[config.mk]
export PLATFORM = sky130hd
export DESIGN_NAME = keypad_entry_flat
export DESIGN_NICKNAME = d
export VERILOG_FILES = /design/src/rtl/keypad_entry_pkg.sv /design/src/rtl/keypad_entry_if.sv /design/src/rtl/keypad_bcd2bin.sv /design/src/rtl/keypad_entry.sv /design/src/flat_wrapper.sv
export SDC_FILE = /design/constraint.sdc
export NUM_CORES = 1
export LEC_CHECK = 0
export ABC_AREA = 1
export CAP_MARGIN = 10
export CORE_ASPECT_RATIO = 0.75
export CORE_MARGIN = 2
export CORE_UTILIZATION = 31
export CTS_CLUSTER_SIZE = 12
export DETAILED_ROUTE_END_ITERATION = 10
export GPL_ROUTABILITY_DRIVEN = 1
export PLACE_DENSITY = 0.47
export SLEW_MARGIN = 20
export SYNTH_ARGS = -nofsm -noshare
export SYNTH_HDL_FRONTEND = slang
export SYNTH_HIERARCHICAL = 1
export SYNTH_SLANG_ARGS = --single-unit
[constraint.sdc]
create_clock -name clk -period 6.92 [get_ports clk]
set_input_delay 2.076 -clock clk [delete_from_list [all_inputs] [get_ports clk]]
set_output_delay 2.076 -clock clk [all_outputs]
set_load 0.05 [all_outputs]
[src/rtl/keypad_entry_pkg.sv]
// rtl/keypad_entry_pkg.sv - shared key codes, debounce states and digit decode
// Key codes are {row[1:0],col[1:0]} of the 4x4 matrix.
package keypad_entry_pkg;

  localparam logic [3:0] KEY_CLR  = 4'h3;
  localparam logic [3:0] KEY_BKSP = 4'h7;
  localparam logic [3:0] KEY_ENT  = 4'hF;

  typedef enum logic [1:0] {
    ST_IDLE,
    ST_PRESS_CAND,
    ST_PRESSED,
    ST_RELEASE_CAND
  } deb_state_e;

  // Returns {is_digit, digit}; non-digit keys come back with bit 4 clear.
  function automatic logic [4:0] key_digit(input logic [3:0] code);
    logic [4:0] r;
    case (code)
      4'h0:    r = {1'b1, 4'd1};
      4'h1:    r = {1'b1, 4'd2};
      4'h2:    r = {1'b1, 4'd3};
      4'h4:    r = {1'b1, 4'd4};
      4'h5:    r = {1'b1, 4'd5};
      4'h6:    r = {1'b1, 4'd6};
      4'h8:    r = {1'b1, 4'd7};
      4'h9:    r = {1'b1, 4'd8};
      4'hA:    r = {1'b1, 4'd9};
      4'hD:    r = {1'b1, 4'd0};
      default: r = 5'd0;
    endcase
    return r;
  endfunction

  // acc*10 + d without a multiplier.
  function automatic logic [31:0] times10_add(input logic [31:0] acc, input logic [3:0] d);
    return (acc << 3) + (acc << 1) + {28'd0, d};
  endfunction

endpackage

[src/rtl/keypad_entry_if.sv]
// rtl/keypad_entry_if.sv - keypad matrix lines and entry results bundle
// master is the entry block, slave is the keypad/consumer side.
interface keypad_entry_if #(
  parameter int MAX_DIGITS = 8
);
  logic [3:0]              row_n;
  logic [3:0]              col_n;
  logic                    key_strobe;
  logic [3:0]              key_code;
  logic [4*MAX_DIGITS-1:0] bcd;
  logic [3:0]              digit_count;
  logic                    busy;
  logic [31:0]             num;
  logic                    num_valid;

  modport master (
    input  row_n,
    output col_n, key_strobe, key_code, bcd, digit_count, busy, num, num_valid
  );

  modport slave (
    output row_n,
    input  col_n, key_strobe, key_code, bcd, digit_count, busy, num, num_valid
  );
endinterface

[src/rtl/keypad_bcd2bin.sv]
// rtl/keypad_bcd2bin.sv - sequential BCD to binary converter, one digit per cycle
// MS digit first; result and done update on the cycle busy falls.
module keypad_bcd2bin
  import keypad_entry_pkg::*;
#(
  parameter int MAX_DIGITS = 8
) (
  input  logic                    clk,
  input  logic                    rst_n,
  input  logic                    start_i,
  input  logic [4*MAX_DIGITS-1:0] bcd_i,
  output logic                    busy_o,
  output logic                    done_o,
  output logic [31:0]             result_o
);

  localparam int IDX_W = (MAX_DIGITS > 1) ? $clog2(MAX_DIGITS) : 1;

  logic [4*MAX_DIGITS-1:0] shreg_q;
  logic [31:0]             acc_q;
  logic [31:0]             acc_d;
  logic [IDX_W-1:0]        idx_q;
  logic                    busy_q;
  logic                    done_q;
  logic [31:0]             result_q;

  assign acc_d = times10_add(acc_q, shreg_q[4*MAX_DIGITS-1 -: 4]);

  always_ff @(posedge clk or negedge rst_n) begin
    if (!rst_n) begin
      shreg_q  <= '0;
      acc_q    <= '0;
      idx_q    <= '0;
      busy_q   <= 1'b0;
      done_q   <= 1'b0;
      result_q <= '0;
    end else begin
      done_q <= 1'b0;
      if (start_i && !busy_q) begin
        shreg_q <= bcd_i;
        acc_q   <= '0;
        idx_q   <= '0;
        busy_q  <= 1'b1;
      end else if (busy_q) begin
        acc_q   <= acc_d;
        shreg_q <= shreg_q << 4;
        idx_q   <= idx_q + IDX_W'(1);
        if (idx_q == IDX_W'(MAX_DIGITS - 1)) begin
          busy_q   <= 1'b0;
          done_q   <= 1'b1;
          result_q <= acc_d;
        end
      end
    end
  end

  assign busy_o   = busy_q;
  assign done_o   = done_q;
  assign result_o = result_q;

endmodule

[src/rtl/keypad_entry.sv]
// rtl/keypad_entry.sv - 4x4 keypad scanner, debouncer and BCD digit entry
// Frames of four column dwells feed a once-per-frame debounce FSM.
module keypad_entry
  import keypad_entry_pkg::*;
#(
  parameter int SCAN_DIV       = 50000,
  parameter int DEBOUNCE_SCANS = 4,
  parameter int MAX_DIGITS     = 8
) (
  input  logic           clk,
  input  logic           rst_n,
  keypad_entry_if.master kp
);

  localparam int DIV_W = (SCAN_DIV > 1) ? $clog2(SCAN_DIV) : 1;
  localparam int CNT_W = $clog2(DEBOUNCE_SCANS + 1);

  logic [3:0]       row_s1_q, row_s2_q;
  logic [DIV_W-1:0] div_q;
  logic [1:0]       col_q;
  logic [1:0]       hits_q;
  logic [3:0]       fcode_q;

  logic       sample, frame_end;
  logic [3:0] col_low;
  logic [2:0] col_hits;
  logic [1:0] col_row;
  logic [2:0] hits_sum;
  logic [1:0] hits_d;
  logic [3:0] fcode_d;
  logic       fkey_valid;

  always_comb begin
    col_low  = ~row_s2_q;
    col_hits = 3'd0;
    col_row  = 2'd0;
    for (int r = 0; r < 4; r++) begin
      if (col_low[r]) begin
        col_hits = col_hits + 3'd1;
        col_row  = 2'(r);
      end
    end
    // Hit count saturates at 2: anything beyond one key is a reject.
    hits_sum   = {1'b0, hits_q} + col_hits;
    hits_d     = (hits_sum >= 3'd2) ? 2'd2 : hits_sum[1:0];
    fcode_d    = (col_hits == 3'd1) ? {col_row, col_q} : fcode_q;
    sample     = (div_q == DIV_W'(SCAN_DIV - 1));
    frame_end  = sample && (col_q == 2'd3);
    fkey_valid = (hits_d == 2'd1);
  end

  always_ff @(posedge clk or negedge rst_n) begin
    if (!rst_n) begin
      row_s1_q <= 4'hF;
      row_s2_q <= 4'hF;
      div_q    <= '0;
      col_q    <= 2'd0;
      hits_q   <= 2'd0;
      fcode_q  <= 4'd0;
    end else begin
      row_s1_q <= kp.row_n;
      row_s2_q <= row_s1_q;
      if (sample) begin
        div_q   <= '0;
        col_q   <= col_q + 2'd1;
        hits_q  <= frame_end ? 2'd0 : hits_d;
        fcode_q <= fcode_d;
      end else begin
        div_q <= div_q + DIV_W'(1);
      end
    end
  end

  deb_state_e       state_q;
  logic [CNT_W-1:0] cnt_q;
  logic [3:0]       cand_q;
  logic             key_strobe_q;
  logic [3:0]       key_code_q;

  always_ff @(posedge clk or negedge rst_n) begin
    if (!rst_n) begin
      state_q      <= ST_IDLE;
      cnt_q        <= '0;
      cand_q       <= 4'd0;
      key_strobe_q <= 1'b0;
      key_code_q   <= 4'd0;
    end else begin
      key_strobe_q <= 1'b0;
      if (frame_end) begin
        case (state_q)
          ST_IDLE: begin
            if (fkey_valid) begin
              cand_q <= fcode_d;
              cnt_q  <= CNT_W'(1);
              if (DEBOUNCE_SCANS <= 1) begin
                state_q      <= ST_PRESSED;
                key_strobe_q <= 1'b1;
                key_code_q   <= fcode_d;
              end else begin
                state_q <= ST_PRESS_CAND;
              end
            end
          end
          ST_PRESS_CAND: begin
            if (fkey_valid && fcode_d == cand_q) begin
              cnt_q <= cnt_q + CNT_W'(1);
              if (cnt_q + CNT_W'(1) == CNT_W'(DEBOUNCE_SCANS)) begin
                state_q      <= ST_PRESSED;
                key_strobe_q <= 1'b1;
                key_code_q   <= cand_q;
              end
            end else begin
              state_q <= ST_IDLE;
            end
          end
          ST_PRESSED: begin
            if (!fkey_valid) begin
              cnt_q   <= CNT_W'(1);
              state_q <= (DEBOUNCE_SCANS <= 1) ? ST_IDLE : ST_RELEASE_CAND;
            end
          end
          ST_RELEASE_CAND: begin
            if (!fkey_valid) begin
              cnt_q <= cnt_q + CNT_W'(1);
              if (cnt_q + CNT_W'(1) == CNT_W'(DEBOUNCE_SCANS)) state_q <= ST_IDLE;
            end else begin
              state_q <= ST_PRESSED;
            end
          end
          default: state_q <= ST_IDLE;
        endcase
      end
    end
  end

  logic [4*MAX_DIGITS-1:0] bcd_q;
  logic [3:0]              count_q;
  logic                    conv_busy, conv_done;
  logic [31:0]             conv_result;
  logic                    act, conv_start;
  logic [4:0]              dlu;

  assign act        = key_strobe_q && !conv_busy;
  assign conv_start = act && (key_code_q == KEY_ENT);
  assign dlu        = key_digit(key_code_q);

  always_ff @(posedge clk or negedge rst_n) begin
    if (!rst_n) begin
      bcd_q   <= '0;
      count_q <= 4'd0;
    end else if (act) begin
      if (dlu[4]) begin
        if (count_q < 4'(MAX_DIGITS)) begin
          bcd_q   <= {bcd_q[4*MAX_DIGITS-5:0], dlu[3:0]};
          count_q <= count_q + 4'd1;
        end
      end else if (key_code_q == KEY_BKSP) begin
        if (count_q != 4'd0) begin
          bcd_q   <= bcd_q >> 4;
          count_q <= count_q - 4'd1;
        end
      end else if (key_code_q == KEY_CLR || key_code_q == KEY_ENT) begin
        // The converter latches the digits at start, so clearing here is safe.
        bcd_q   <= '0;
        count_q <= 4'd0;
      end
    end
  end

  keypad_bcd2bin #(
    .MAX_DIGITS(MAX_DIGITS)
  ) u_bcd2bin (
    .clk     (clk),
    .rst_n   (rst_n),
    .start_i (conv_start),
    .bcd_i   (bcd_q),
    .busy_o  (conv_busy),
    .done_o  (conv_done),
    .result_o(conv_result)
  );

  assign kp.col_n       = ~(4'b0001 << col_q);
  assign kp.key_strobe  = key_strobe_q;
  assign kp.key_code    = key_code_q;
  assign kp.bcd         = bcd_q;
  assign kp.digit_count = count_q;
  assign kp.busy        = conv_busy;
  assign kp.num         = conv_result;
  assign kp.num_valid   = conv_done;

endmodule
[src/flat_wrapper.sv]
// flat-port wrapper written by rule: the top's interface ports become plain ports
module keypad_entry_flat import keypad_entry_pkg::*;
#(
  parameter int SCAN_DIV       = 50000,
  parameter int DEBOUNCE_SCANS = 4,
  parameter int MAX_DIGITS     = 8
)
  (clk, rst_n, kp_row_n, kp_col_n, kp_key_strobe, kp_key_code, kp_bcd, kp_digit_count, kp_busy, kp_num, kp_num_valid);
  keypad_entry_if #(.MAX_DIGITS(MAX_DIGITS)) kp_i ();
  input  logic clk;
  input  logic rst_n;
  input wire logic [$bits(kp_i.row_n)-1:0] kp_row_n;
  output wire logic [$bits(kp_i.col_n)-1:0] kp_col_n;
  output wire logic [$bits(kp_i.key_strobe)-1:0] kp_key_strobe;
  output wire logic [$bits(kp_i.key_code)-1:0] kp_key_code;
  output wire logic [$bits(kp_i.bcd)-1:0] kp_bcd;
  output wire logic [$bits(kp_i.digit_count)-1:0] kp_digit_count;
  output wire logic [$bits(kp_i.busy)-1:0] kp_busy;
  output wire logic [$bits(kp_i.num)-1:0] kp_num;
  output wire logic [$bits(kp_i.num_valid)-1:0] kp_num_valid;
  assign kp_i.row_n = kp_row_n;
  assign kp_col_n = kp_i.col_n;
  assign kp_key_strobe = kp_i.key_strobe;
  assign kp_key_code = kp_i.key_code;
  assign kp_bcd = kp_i.bcd;
  assign kp_digit_count = kp_i.digit_count;
  assign kp_busy = kp_i.busy;
  assign kp_num = kp_i.num;
  assign kp_num_valid = kp_i.num_valid;
  keypad_entry #(.SCAN_DIV(SCAN_DIV), .DEBOUNCE_SCANS(DEBOUNCE_SCANS), .MAX_DIGITS(MAX_DIGITS)) u_core (.clk(clk), .rst_n(rst_n), .kp(kp_i));
endmodule
# Word-level counts from Yosys, hierarchy flattened
# Memory sizes are Yosys's and may differ from the RTL's.
# Index checks and enable logic that the tools add are counted.
[totals]
ff_bits = 182
romBits = 80
input_bits = 6
out_inout_bits = 79
word_cells = 125
n_memories = 1
[memory_table]
columns = ["memory", "depth", "word_bits", "read_ports", "rd_clocked_by_memory_dff", "write_ports", "line", "text"]
rows = [
  ["(no name shown)", 16, 5, 1, 0, 0, "keypad_entry_pkg.sv:19", "case (code)"],
]
[classes]
addsub = 12
magnitude_cmp = 2
n_eq_ne = 21
shifts = 1
mux = 49
n_bitwise = 3
n_reduce_logical = 17
[op_table]
columns = ["operator", "n"]
rows = [
  ["32-bit two-way mux", 7],
  ["31-bit two-way mux", 2],
  ["32-bit adder", 1],
  ["32-bit by 4-bit adder with 32-bit output", 1],
  ["3-bit two-way mux", 9],
  ["4-bit two-way mux", 6],
  ["2-bit two-way mux", 10],
  ["16-bit by 1-bit adder with 16-bit output, second input constant", 1],
  ["16-bit equality test, second input constant", 1],
  ["16-bit two-way mux", 1],
  ["3-bit by 1-bit adder with 3-bit output, second input constant", 4],
  ["1-bit two-way mux", 12],
  ["3-bit case mux with 4 select lines", 1],
  ["5-bit AND reduction", 2],
  ["4-bit NOT", 2],
  ["2-bit case mux with 4 select lines", 1],
  ["4-bit AND reduction", 2],
  ["2-bit equality test, second input constant", 3],
  ["3-bit equality test, second input constant", 2],
  ["2-bit inequality test, second input constant", 3],
  ["3-bit AND reduction", 2],
  ["1-bit logical AND", 5],
  ["4-bit by 1-bit adder with 4-bit output, second input constant", 1],
  ["2-bit by 1-bit equality test with 1-bit output, second input constant", 2],
  ["other kinds (23)", 24],
]

# Depth between registers and ports, before layout
# Gate-level depths: netlist of the first run.
[logic_depth]
word_depth = 16
ltp_mapped = 24
mapped_depth_nobuf = 24

# Modules after synthesis
# Netlist of the first run, hierarchy kept.
[modules_own_cells]
columns = ["mod", "n_inst", "cells_each", "area_each_um2", "seq_area_each_um2"]
rows = [
  ["keypad_bcd2bin", 1, 883, 6511.2, 2502.4],
  ["keypad_entry", 1, 537, 4360.4, 2062.0],
]

# Worst setup path after synthesis of the first run
# Ideal clock, no wire load.
[synth_timing]
path_type = "flip-flop to flip-flop"
start = "register u_core.row_s2_q[1]"
end = "register u_core.state_q[1]"
setup_time_ns = 0.113
arrival_time_ns = 3.129
required_time_ns = 6.807
setup_slack_ns = 3.678
stages_incl_launch_ff = 23
path_buffers = 0
synth_period_minus_slack_ns = 3.242
path_cell_list = "dfstp_2 > inv_1 > ha_1 > inv_1 > nand2_1 > nand2_1 > ha_1 > or2_1 > o21ai_4 > inv_1 > fa_1 > nor2_1 > nand2_1 > nor2_2 > nand2_1 > nor2_2 > nand3_1 > nand2_1 > nand2_1 > nand2_1 > nand2_1 > nand2_1 > inv_1"
[synth_via]
elab_chain_cells = 13
word_cells_on_any_way = 25
classes_between = "add/sub: 3; order compare: 1; eq/ne: 7; mux: 11; bitwise: 1; reduce/logical: 2"
[synth_lines]
columns = ["item", "line", "text"]
rows = [
  ["start: declaration", "keypad_entry.sv:18", "logic [3:0] row_s1_q, row_s2_q;"],
  ["start signal: assignment", "keypad_entry.sv:62", "row_s2_q <= row_s1_q;"],
  ["4-bit NOT (*)", "keypad_entry.sv:34", "col_low = ~row_s2_q;"],
  ["3-bit two-way mux", "keypad_entry.sv:38", "if (col_low[r]) begin"],
  ["3-bit by 1-bit adder with 3-bit output", "keypad_entry.sv:39", "col_hits = col_hits + 3'd1;"],
  ["3-bit two-way mux", "keypad_entry.sv:38", ""],
  ["3-bit by 1-bit adder with 3-bit output", "keypad_entry.sv:39", ""],
  ["3-bit two-way mux", "keypad_entry.sv:38", ""],
  ["2-bit by 3-bit adder with 3-bit output", "keypad_entry.sv:44", "hits_sum = {1'b0, hits_q} + col_hits;"],
  ["3-bit by 2-bit >= comparator with 1-bit output", "keypad_entry.sv:45", "hits_d = (hits_sum >= 3'd2) ? 2'd2 : hits_sum[1:0];"],
  ["2-bit two-way mux", "keypad_entry.sv:45", ""],
  ["2-bit by 1-bit equality test with 1-bit output", "keypad_entry.sv:49", "fkey_valid = (hits_d == 2'd1);"],
  ["1-bit logical AND", "keypad_entry.sv:105", "if (fkey_valid && fcode_d == cand_q) begin"],
  ["3-bit inequality test (no line) or 2-bit two-way mux (tied branches)", "--", ""],
  ["5-bit AND reduction (no line) or 2-bit case mux with 4 select lines (tied branches)", "--", ""],
  ["end signal: assignment", "keypad_entry.sv:119", "state_q <= (DEBOUNCE_SCANS <= 1) ? ST_IDLE : ST_RELEASE_CAND;"],
  ["end: declaration", "keypad_entry.sv:74", "deb_state_e state_q;"],
]
# Every way passes the cells marked *; elsewhere a longest branch is shown, timed or not.
# A chain may end at the register's enable or synchronous reset.

# Worst setup path in the final report of the first run
[layout_timing]
start = "register u_core.col_q[0]"
end = "output kp_col_n[3]"
[layout_via]
elab_chain_cells = 2
[layout_lines]
columns = ["item", "line", "text"]
rows = [
  ["start: declaration", "keypad_entry.sv:20", "logic [1:0] col_q;"],
  ["start signal: assignment", "keypad_entry.sv:65", "col_q <= col_q + 2'd1;"],
  ["1-bit by 2-bit left shift with 4-bit output", "keypad_entry.sv:182", "assign kp.col_n = ~(4'b0001 << col_q);"],
  ["4-bit NOT", "keypad_entry.sv:182", ""],
  ["end: declaration", "flat_wrapper.sv:13", "output wire logic [$bits(kp_i.col_n)-1:0] kp_col_n;"],
]
# Every way passes these cells.

==> impl_metrics.ini, run 1 <==
[sta]
finClkSkew_ns = 0.0109
rsz0062_at_grt = no
tightest_slew_ns = 1.06
slew_violations = 0
tns_ns = 0
period_minus_slack_ns = 4.20
max-slew-margin-rel_pct = 29.5
setup_viol = 0
fin_crit_sh_pct = 60.7
hold_viol = 0
fmax_mhz = 238
timing.final.ws_setup_ns = 2.72

[cells_and_area]
fin_nets = 1577
syn2layout_area_growth_pct = 17.5
final_cell_mix = nand2_1, inv_1, dfrtp_1, nand3_1, clkdlybuf4s50_1
antenna_cells = 0
layout_commonest_cell = nand2_1
drive_gt1_share_pct = 7.71

[critical_path]
slowest_stage = clkdlybuf4s50_1
slowest_delay_ns = 0.85
critPathLaunchType = flip-flop
path_cells = ha_1 > inv_1 > clkdlybuf4s50_1
path_max_fanout = 6
r2r-start = u_core/row_s2_q[1]$_DFF_PN1_
cp-endpoint = kp_col_n[3]
cp.arrival_ns = 2.13
crit_start = u_core/col_q[0]$_DFFE_PN0N_
crit_type = reg -> out
critPathCaptureType = output port
rrSetupSlack_ns = 3.39
r2r_cells = 20
rr_endpoint = u_core/cnt_q[2]$_DFFE_PN0P_
cp.required_ns = 4.84

[logic_synthesis]
synth_nets = 1506
yosys_warnings = 6
syn_inst = 1420
ys_async_sr_fraction_pct = 100
yosys.cell_types.count = 53
ys_ff_latch = 182
seq_area_frac_synth_pct = 42.0
avgSynthCellArea_um2 = 7.66
ys.flop_type = dfrtp_1
syn_area_mm2 = 0.0109
synth_edf_count = 0

[power]
peakVddDrop_mv = 0.134
p_per_area_mw_per_mm2 = 167
leakagePower_nw = 6.38

[die]
dieArea_mm2 = 0.0366
die_h_um = 166
core_area_mm2 = 0.0346
io-pin-count = 85
start_util_pct = 31.4
die_w_um = 220
num_rows = 59

[clock_network]
hold_buffers = 0
cts_buffers = 17
clk_pin_slew_worst_paths_ns = 0.08
cts_tree = done
cts_max_path_buffers = 2
ctsResizeCount = 0
cts_root_buf = clkbuf_16
cts_setup_buffers = 0
cts_max_level = 4
clk_latency_ns = 0.45
clock-sinks = 182

[placed_design]
place_congestion = 0.857
port_buffers = 84
dp_hpwl_um = 21600
pre_cts_ws_ns = 3.20

[drt]
wl_um = 29700
drc = 0
first_pass_iters = 5
num_vias = 9088
viasPerCell = 4.63
avgRoutedWirePerCell_um = 15.1
ant_nets = 0
drt-initial-drc-count = 571

[grt]
overflow = 0
antenna_found_initial = 0
grt_max_degree = 147
grt_use_total_pct = 17.0
grt_pass1_wl_um = 48500
grt_pass1_vias = 8659

[job]
max-cap-violations = 0

[worst_hold_path]
hold_class = reg -> reg

[status]
outcome = completed
registers in the layout, indices dropped and copies added (netlist names):
name                       count
u_core/row_s1_q                4
u_core/div_q                  16
u_core/kp.key_strobe           1
u_core/kp.bcd                 32
u_core/hits_q                  2
u_core/kp.digit_count          4
u_core/cand_q                  4
u_core/cnt_q                   3
u_core/u_bcd2bin/busy_o        1
u_core/fcode_q                 4
u_core/u_bcd2bin/done_o        1
u_core/u_bcd2bin/shreg_q      32
u_core/row_s2_q                4
u_core/u_bcd2bin/acc_q        31
u_core/kp.key_code             4
u_core/state_q                 2
u_core/col_q                   2
u_core/u_bcd2bin/idx_q         3
u_core/u_bcd2bin/result_o     32
layout make-up:
| cell class | count | area [µm²] |
|---|---|---|
| tap | 457 | 572 |
| multi-input combinational | 976 | 5300 |
| sequential | 182 | 4560 |
| clock buffer | 17 | 425 |
| inverter | 224 | 842 |
| clock inverter | 15 | 168 |
| fill | 3623 | 21800 |
| timing repair buffer | 90 | 902 |
worst min-delay path by stage:
stage,depth (start not counted),startpoint,to,slack [ns]
after global routing,0,u_core/row_s1_q[3]$_DFF_PN1_,u_core/row_s2_q[3]$_DFF_PN1_,0.36
final,0,u_core/row_s1_q[0]$_DFF_PN1_,u_core/row_s2_q[0]$_DFF_PN1_,0.36
after CTS,0,u_core/row_s1_q[0]$_DFF_PN1_,u_core/row_s2_q[0]$_DFF_PN1_,0.36
after global placement,0,u_core/row_s1_q[1]$_DFF_PN1_,u_core/row_s2_q[1]$_DFF_PN1_,0.35
after floorplan,0,u_core/row_s1_q[0]$_DFF_PN1_,u_core/row_s2_q[0]$_DFF_PN1_,0.35
after detailed placement,0,u_core/row_s1_q[0]$_DFF_PN1_,u_core/row_s2_q[0]$_DFF_PN1_,0.35
logic make-up (layout without fill, tap and decap cells):
logic type               count (synthesis)  after routing  synth area share, %
AND/OR/NAND/NOR                        687            687                 27.3
AO/OA/AOI/OAI                          193            193                 10.7
flip-flops                             182            182                 42.0
adder cells (fa/ha/maj)                 80             80                 9.41
XOR/XNOR                                16             16                 1.29
buffers and inverters                  262            346                 9.31
cells in the mapped netlist (all sizes together) (12+ instances only):
cell type | number | area share, %
o221ai | 12 | 0.97
nand2 | 472 | 17
nand4 | 12 | 0.83
dfrtp | 174 | 40
inv | 221 | 7.6
nand3 | 94 | 4.5
o22ai | 25 | 1.4
clkbuf | 21 | 0.74
nor2 | 81 | 3.5
a21oi | 32 | 1.6
ha | 77 | 8.9
o21ai | 96 | 4.6
buf | 17 | 0.83
per-layer routing:
metal	track usage [%]	part of all wire, %	vias up
met1	26.7	54	4219
li1	-	-	4686
met5	0	0	-
met2	23.5	41	172
met3	3.70	4.1	11
met4	3.27	0.74	0
power breakdown:
part,internal (mW),leakage (nW),switching [mW],total [mW]
logic,0.0157,3.60,0.0465,0.0622
clock network,0.512,0.278,0.491,1.00
registers,1.07,2.50,0.00200,1.07
total,1.59,6.38,0.540,2.13
stage by stage:
stage / util, % / total power [mW] / hold slack [ns] / std cells / area, µm²
floorplan: - / 1.12 / 0.345 / 1420 / 10900
global placement: 35.2 / 1.15 / 0.347 / 1929 / 12200
detailed placement: 35.2 / 1.15 / 0.347 / 1929 / 12200
CTS: 36.9 / 2.17 / 0.356 / 1961 / 12800
global route: 36.9 / 2.23 / 0.362 / 1961 / 12800
finish: 36.9 / 2.13 / 0.358 / 1961 / 12800
worst max-delay path: cells and delay by family, from the launching register on:
| family | cells | cell delay [ns] |
|---|---|---|
| adders and majority gates | 1 | 0.21 |
| buffers and inverters | 2 | 1.04 |
| DFF | 1 | 0.42 |
No activity file was read; power rests on OpenSTA's default activity.
==> run 2, diff against run 1 <==
- clock period: 6.92 -> 4.35 ns (I/O delays scaled with it)
==> impl_metrics.ini, run 2 (synthesis gave the netlist of run 1 again) <==
[critical_path]
crit_type = reg -> reg
rr_endpoint = u_core/state_q[1]$_DFFE_PN0P_
cp.arrival_ns = 3.95
critPathLaunchType = flip-flop
r2r_cells = 22
r2r-start = u_core/row_s2_q[0]$_DFF_PN1_
path_max_fanout = 7
rrSetupSlack_ns = 0.76
cp.required_ns = 4.71
critPathCaptureType = flip-flop

[placed_design]
place_congestion = 0.894
dp_hpwl_um = 21900
port_buffers = 84
placedInstanceArea_mm2 = 0.0122

[worst_hold_path]
hold_end = u_core/row_s2_q[0]$_DFF_PN1_
hold_class = reg -> reg
holdCritStartpoint = u_core/row_s1_q[0]$_DFF_PN1_
worstHoldPathCells = 0

[power]
peakVddDrop_mv = 0.190
p_per_area_mw_per_mm2 = 267
leakagePower_nw = 6.39

[cells_and_area]
layout_commonest_cell = nand2_1
final_cell_mix = nand2_1, inv_1, dfrtp_1, nand3_1, clkdlybuf4s50_1
syn2layout_area_growth_pct = 17.6
utilization_pct = 36.9
fin_nets = 1579
antenna_cells = 0
drive_gt1_share_pct = 7.57
fin_area_mm2 = 0.0128

[clock_network]
clk_latency_ns = 0.46
clk_pin_slew_worst_paths_ns = 0.08
cts_setup_buffers = 0
cts_buffers = 17
ctsResizeCount = 0
cts_max_level = 4
clock-sinks = 182
hold_buffers = 0
cts_tree = done
cts_root_buf = clkbuf_16
cts_max_path_buffers = 2

[drt]
wl_um = 29900
drc = 0
num_vias = 9196
first_pass_iters = 5
drt-initial-drc-count = 628
viasPerCell = 4.68
ant_nets = 0
avgRoutedWirePerCell_um = 15.3

[grt]
antenna_found_initial = 0
grt_pass1_wl_um = 49600
overflow = 0
grt_use_total_pct = 17.4
grt_pass1_vias = 8915
grt_max_degree = 71

[sta]
max-slew-margin-rel_pct = 31.0
tns_ns = 0
fmax_mhz = 278
rsz0062_at_grt = no
finClkSkew_ns = 0.0175
period_minus_slack_ns = 3.59
hold_viol = 0
tightest_slew_ns = 1.02
fin_crit_sh_pct = 82.6
slew_violations = 0
setup_viol = 0

[die]
start_util_pct = 31.4
die_w_um = 220
die_h_um = 166
num_rows = 59
io-pin-count = 85
dieArea_mm2 = 0.0366
core_area_mm2 = 0.0346

[job]
max-cap-violations = 0

[status]
outcome = completed
run 2: changes by cell type in the layout (fill, tap and decap cells not counted), sizes merged:
cell      change
buf           +2
bufinv        +1
clkbuf        +4
clkinv        -2
clkinvlp      -3
run 2: how the worst max path moves through the flow:
stage          depth (start not counted)  slack [ns]                       endpoint                    startpoint
4_1_cts                               22        0.76  u_core/state_q[1]$_DFFE_PN0P_  u_core/row_s2_q[1]$_DFF_PN1_
3_5_place_dp                          22        0.76  u_core/state_q[1]$_DFFE_PN0P_  u_core/row_s2_q[1]$_DFF_PN1_
5_1_grt                               22        0.47  u_core/state_q[1]$_DFFE_PN0P_  u_core/row_s2_q[0]$_DFF_PN1_
3_3_place_gp                          22        0.88  u_core/state_q[1]$_DFFE_PN0P_  u_core/row_s2_q[1]$_DFF_PN1_
2_1_floorplan                         22        1.11  u_core/state_q[1]$_DFFE_PN0P_  u_core/row_s2_q[1]$_DFF_PN1_
6_report                              22        0.76  u_core/state_q[1]$_DFFE_PN0P_  u_core/row_s2_q[0]$_DFF_PN1_
run 2: worst max-delay path, stage by stage, from the launching register on:
cell     delay, ns
dfstp_2       0.54
inv_1         0.04
ha_1          0.35
inv_1         0.08
nand2_1       0.09
nand2_1       0.06
ha_1          0.27
or2_1         0.24
o21ai_4       0.12
inv_1         0.09
fa_1          0.46
nor2_1        0.11
nand2_1       0.08
nor2_2        0.21
nand2_1       0.10
nor2_2        0.11
nand3_1       0.13
nand2_1       0.09
nand2_1       0.06
nand2_1       0.08
nand2_1       0.07
nand2_1       0.06
inv_1         0.04
run 2: final cells by class:
class	count	area, µm²
Timing Repair Buffer	92	917
Fill cell	3603	21800
Sequential cell	182	4560
Clock inverter	11	139
Inverter	224	842
Multi-Input combinational cell	976	5300
Tap cell	457	572
Clock buffer	21	450
run 2: power breakdown:
part / switching [mW] / internal, mW
clock network: 0.737 / 0.878
logic: 0.0753 / 0.0262
registers: 0.00319 / 1.70
total: 0.816 / 2.60
run 2: through the flow:
stage / total power, mW / setup WS (ns) / cells / hold WS [ns]
floorplan: 1.78 / 1.11 / 1420 / 0.345
global placement: 1.84 / 0.881 / 1931 / 0.348
detailed placement: 1.84 / 0.763 / 1931 / 0.348
CTS: 3.49 / 0.755 / 1963 / 0.357
global route: 3.56 / 0.474 / 1963 / 0.363
finish: 3.42 / 0.758 / 1963 / 0.352
run 2: per-layer routing:
metal	GRT usage (%)	share of wire (%)	vias up
met2	24.8	42	156
met1	26.5	53	4332
met3	3.33	3.6	17
li1	-	-	4691
met4	4.64	1.5	0
met5	0	0	-
==> run 3, diff against run 2 <==
- PLACE_DENSITY: 0.47 -> 0.48
- clock period: 4.35 -> 3.3 ns (I/O delays scaled with it)
==> impl_metrics.ini, run 3 (synthesis gave the netlist of run 1 again) <==
[sta]
finClkSkew_ns = 0.0145
hold-worst-slack_ns = 0.359
max-slew-margin-rel_pct = 42.4
fmax_mhz = 309
tns_ns = 0
rsz0062_at_grt = yes
tightest_slew_ns = 0.863
slew_violations = 0
hold_viol = 0
period_minus_slack_ns = 3.24
fin_crit_sh_pct = 98.2
setup_viol = 0

[die]
core_area_mm2 = 0.0346
num_rows = 59
io-pin-count = 85
start_util_pct = 31.4
die_h_um = 166
die_w_um = 220
dieArea_mm2 = 0.0366

[grt]
overflow = 0
grt_pass1_vias = 9090
antenna_found_initial = 0
grt_use_total_pct = 17.4
grt_pass1_wl_um = 49600
grt_max_degree = 72

[clock_network]
cts_max_path_buffers = 2
hold_buffers = 0
clk_pin_slew_worst_paths_ns = 0.08
cts_max_level = 4
cts_root_buf = clkbuf_16
clock-sinks = 182
cts_tree = done
clk_latency_ns = 0.46
cts_buffers = 17

[drt]
drc = 0
wl_um = 30500
viasPerCell = 4.70
drt-initial-drc-count = 644
avgRoutedWirePerCell_um = 15.4
num_vias = 9346
ant_nets = 0
first_pass_iters = 5

[cells_and_area]
antenna_cells = 0
fin_nets = 1603
layout_commonest_cell = nand2_1
final_cell_mix = nand2_1, inv_1, dfrtp_1, nand3_1, clkdlybuf4s50_1
drive_gt1_share_pct = 10.6
syn2layout_area_growth_pct = 20.2
utilization_pct = 37.8

[critical_path]
path_max_fanout = 4
r2r-start = u_core/row_s2_q[1]$_DFF_PN1_
worst-path-stages = 21
cp.arrival_ns = 3.59
cp.buffers_inverters = 4
rrSetupSlack_ns = 0.06
rr_endpoint = u_core/state_q[0]$_DFFE_PN0P_
slowest_stage = dfstp_2
cpMostUsedCell = nand2_1
crit_start = u_core/row_s2_q[1]$_DFF_PN1_
critPathTopFamily = simple AND/OR/NAND/NOR gates
r2r_cells = 21
path_cells = inv_2 > ha_4 > inv_2 > nand2_2 > nand2_1 > ha_1 > or2_1 > o21ai_4 > inv_2 > fa_1 > nor2_1 > nand2_1 > nor2_4 > nand2_1 > nor2_2 > nand3_2 > nand2_2 > nand2_2 > buf_6 > nand3_2 > nand2_1
critPathCaptureType = flip-flop
slowest_delay_ns = 0.54
cp.required_ns = 3.65
crit_type = reg -> reg
critPathLaunchType = flip-flop

[power]
p_per_area_mw_per_mm2 = 347
sw_frac_of_total_pct = 25.1
p_seq_share_pct = 49.4
peakVddDrop_mv = 0.219
clkPwrFrac_pct = 46.7
leakagePower_nw = 6.52
power.internal_mw = 3.40
comb_power_share_pct = 3.9
p_switching_mw = 1.14

[placed_design]
place_congestion = 0.896
dp_hpwl_um = 22500
port_buffers = 84

[job]
max-cap-violations = 0

[worst_hold_path]
hold_class = reg -> reg
hold_end = u_core/row_s2_q[1]$_DFF_PN1_
worstHoldPathCells = 0
holdCritStartpoint = u_core/row_s1_q[1]$_DFF_PN1_

[status]
outcome = completed
-- run 3: cell type report --
cell class / count / area (µm²)
Sequential cell: 182 / 4560
Fill cell: 3604 / 21600
Inverter: 224 / 843
Multi-Input combinational cell: 976 / 5360
Tap cell: 457 / 572
Clock buffer: 18 / 439
Clock inverter: 14 / 164
Timing Repair Buffer: 116 / 1120
-- run 3: worst max-delay path by stage --
stage,end,slack (ns)
finish,u_core/state_q[0]$_DFFE_PN0P_,0.06
global route,u_core/state_q[1]$_DFFE_PN0P_,-0.13
CTS,u_core/state_q[1]$_DFFE_PN0P_,0.003
detailed placement,u_core/cnt_q[1]$_DFFE_PN0P_,-0.11
global placement,u_core/cnt_q[1]$_DFFE_PN0P_,-0.02
floorplan,u_core/state_q[1]$_DFFE_PN0P_,0.06
-- run 3: routing by layer --
metal / vias to the layer above / wire length (µm) / part of all wire [%] / global-route usage (%)
met4: 0 / 390 / 1.3 / 4.09
met2: 153 / 12500 / 41 / 24.5
met1: 4433 / 16500 / 54 / 26.9
met3: 18 / 1140 / 3.7 / 3.46
met5: - / 0 / 0 / 0
li1: 4742 / - / - / -
-- run 3: worst register-to-register path: cells and delay by family, from the launching register on --
family / cells / cell delay, ns
AND/OR/NAND/NOR: 13 / 1.28
adder cells (fa/ha/maj): 3 / 0.96
flip-flops: 1 / 0.54
buffers and inverters: 4 / 0.26
AO/OA/AOI/OAI: 1 / 0.08
-- run 3: what timing repair did --
| action | 4_1_cts | 5_1_grt |
|---|---|---|
| resized for setup | 10 | 12 |
| buffers inserted | 7 | 2 |
| pin swaps | 6 | 15 |
| setup endpoints to repair | 10 | 15 |
-- run 3: power groups by stage --
stage               logic (mW)  registers, mW  clock network (mW)
finish                   0.177           2.24                2.12
global route             0.200           2.24                2.29
CTS                      0.178           2.24                2.19
detailed placement       0.154           2.29                   0
global placement         0.152           2.29                   0
floorplan               0.0659           2.28                   0
-- run 3: through the flow --
stage	std cells	power, mW	cell area (µm²)	worst slack [ns]
global placement	1946	2.44	12300	-0.0182
global route	1987	4.73	13100	-0.132
detailed placement	1946	2.44	12300	-0.112
finish	1987	4.54	13100	0.0610
floorplan	1420	2.35	10900	0.0580
CTS	1985	4.61	13000	0.00279
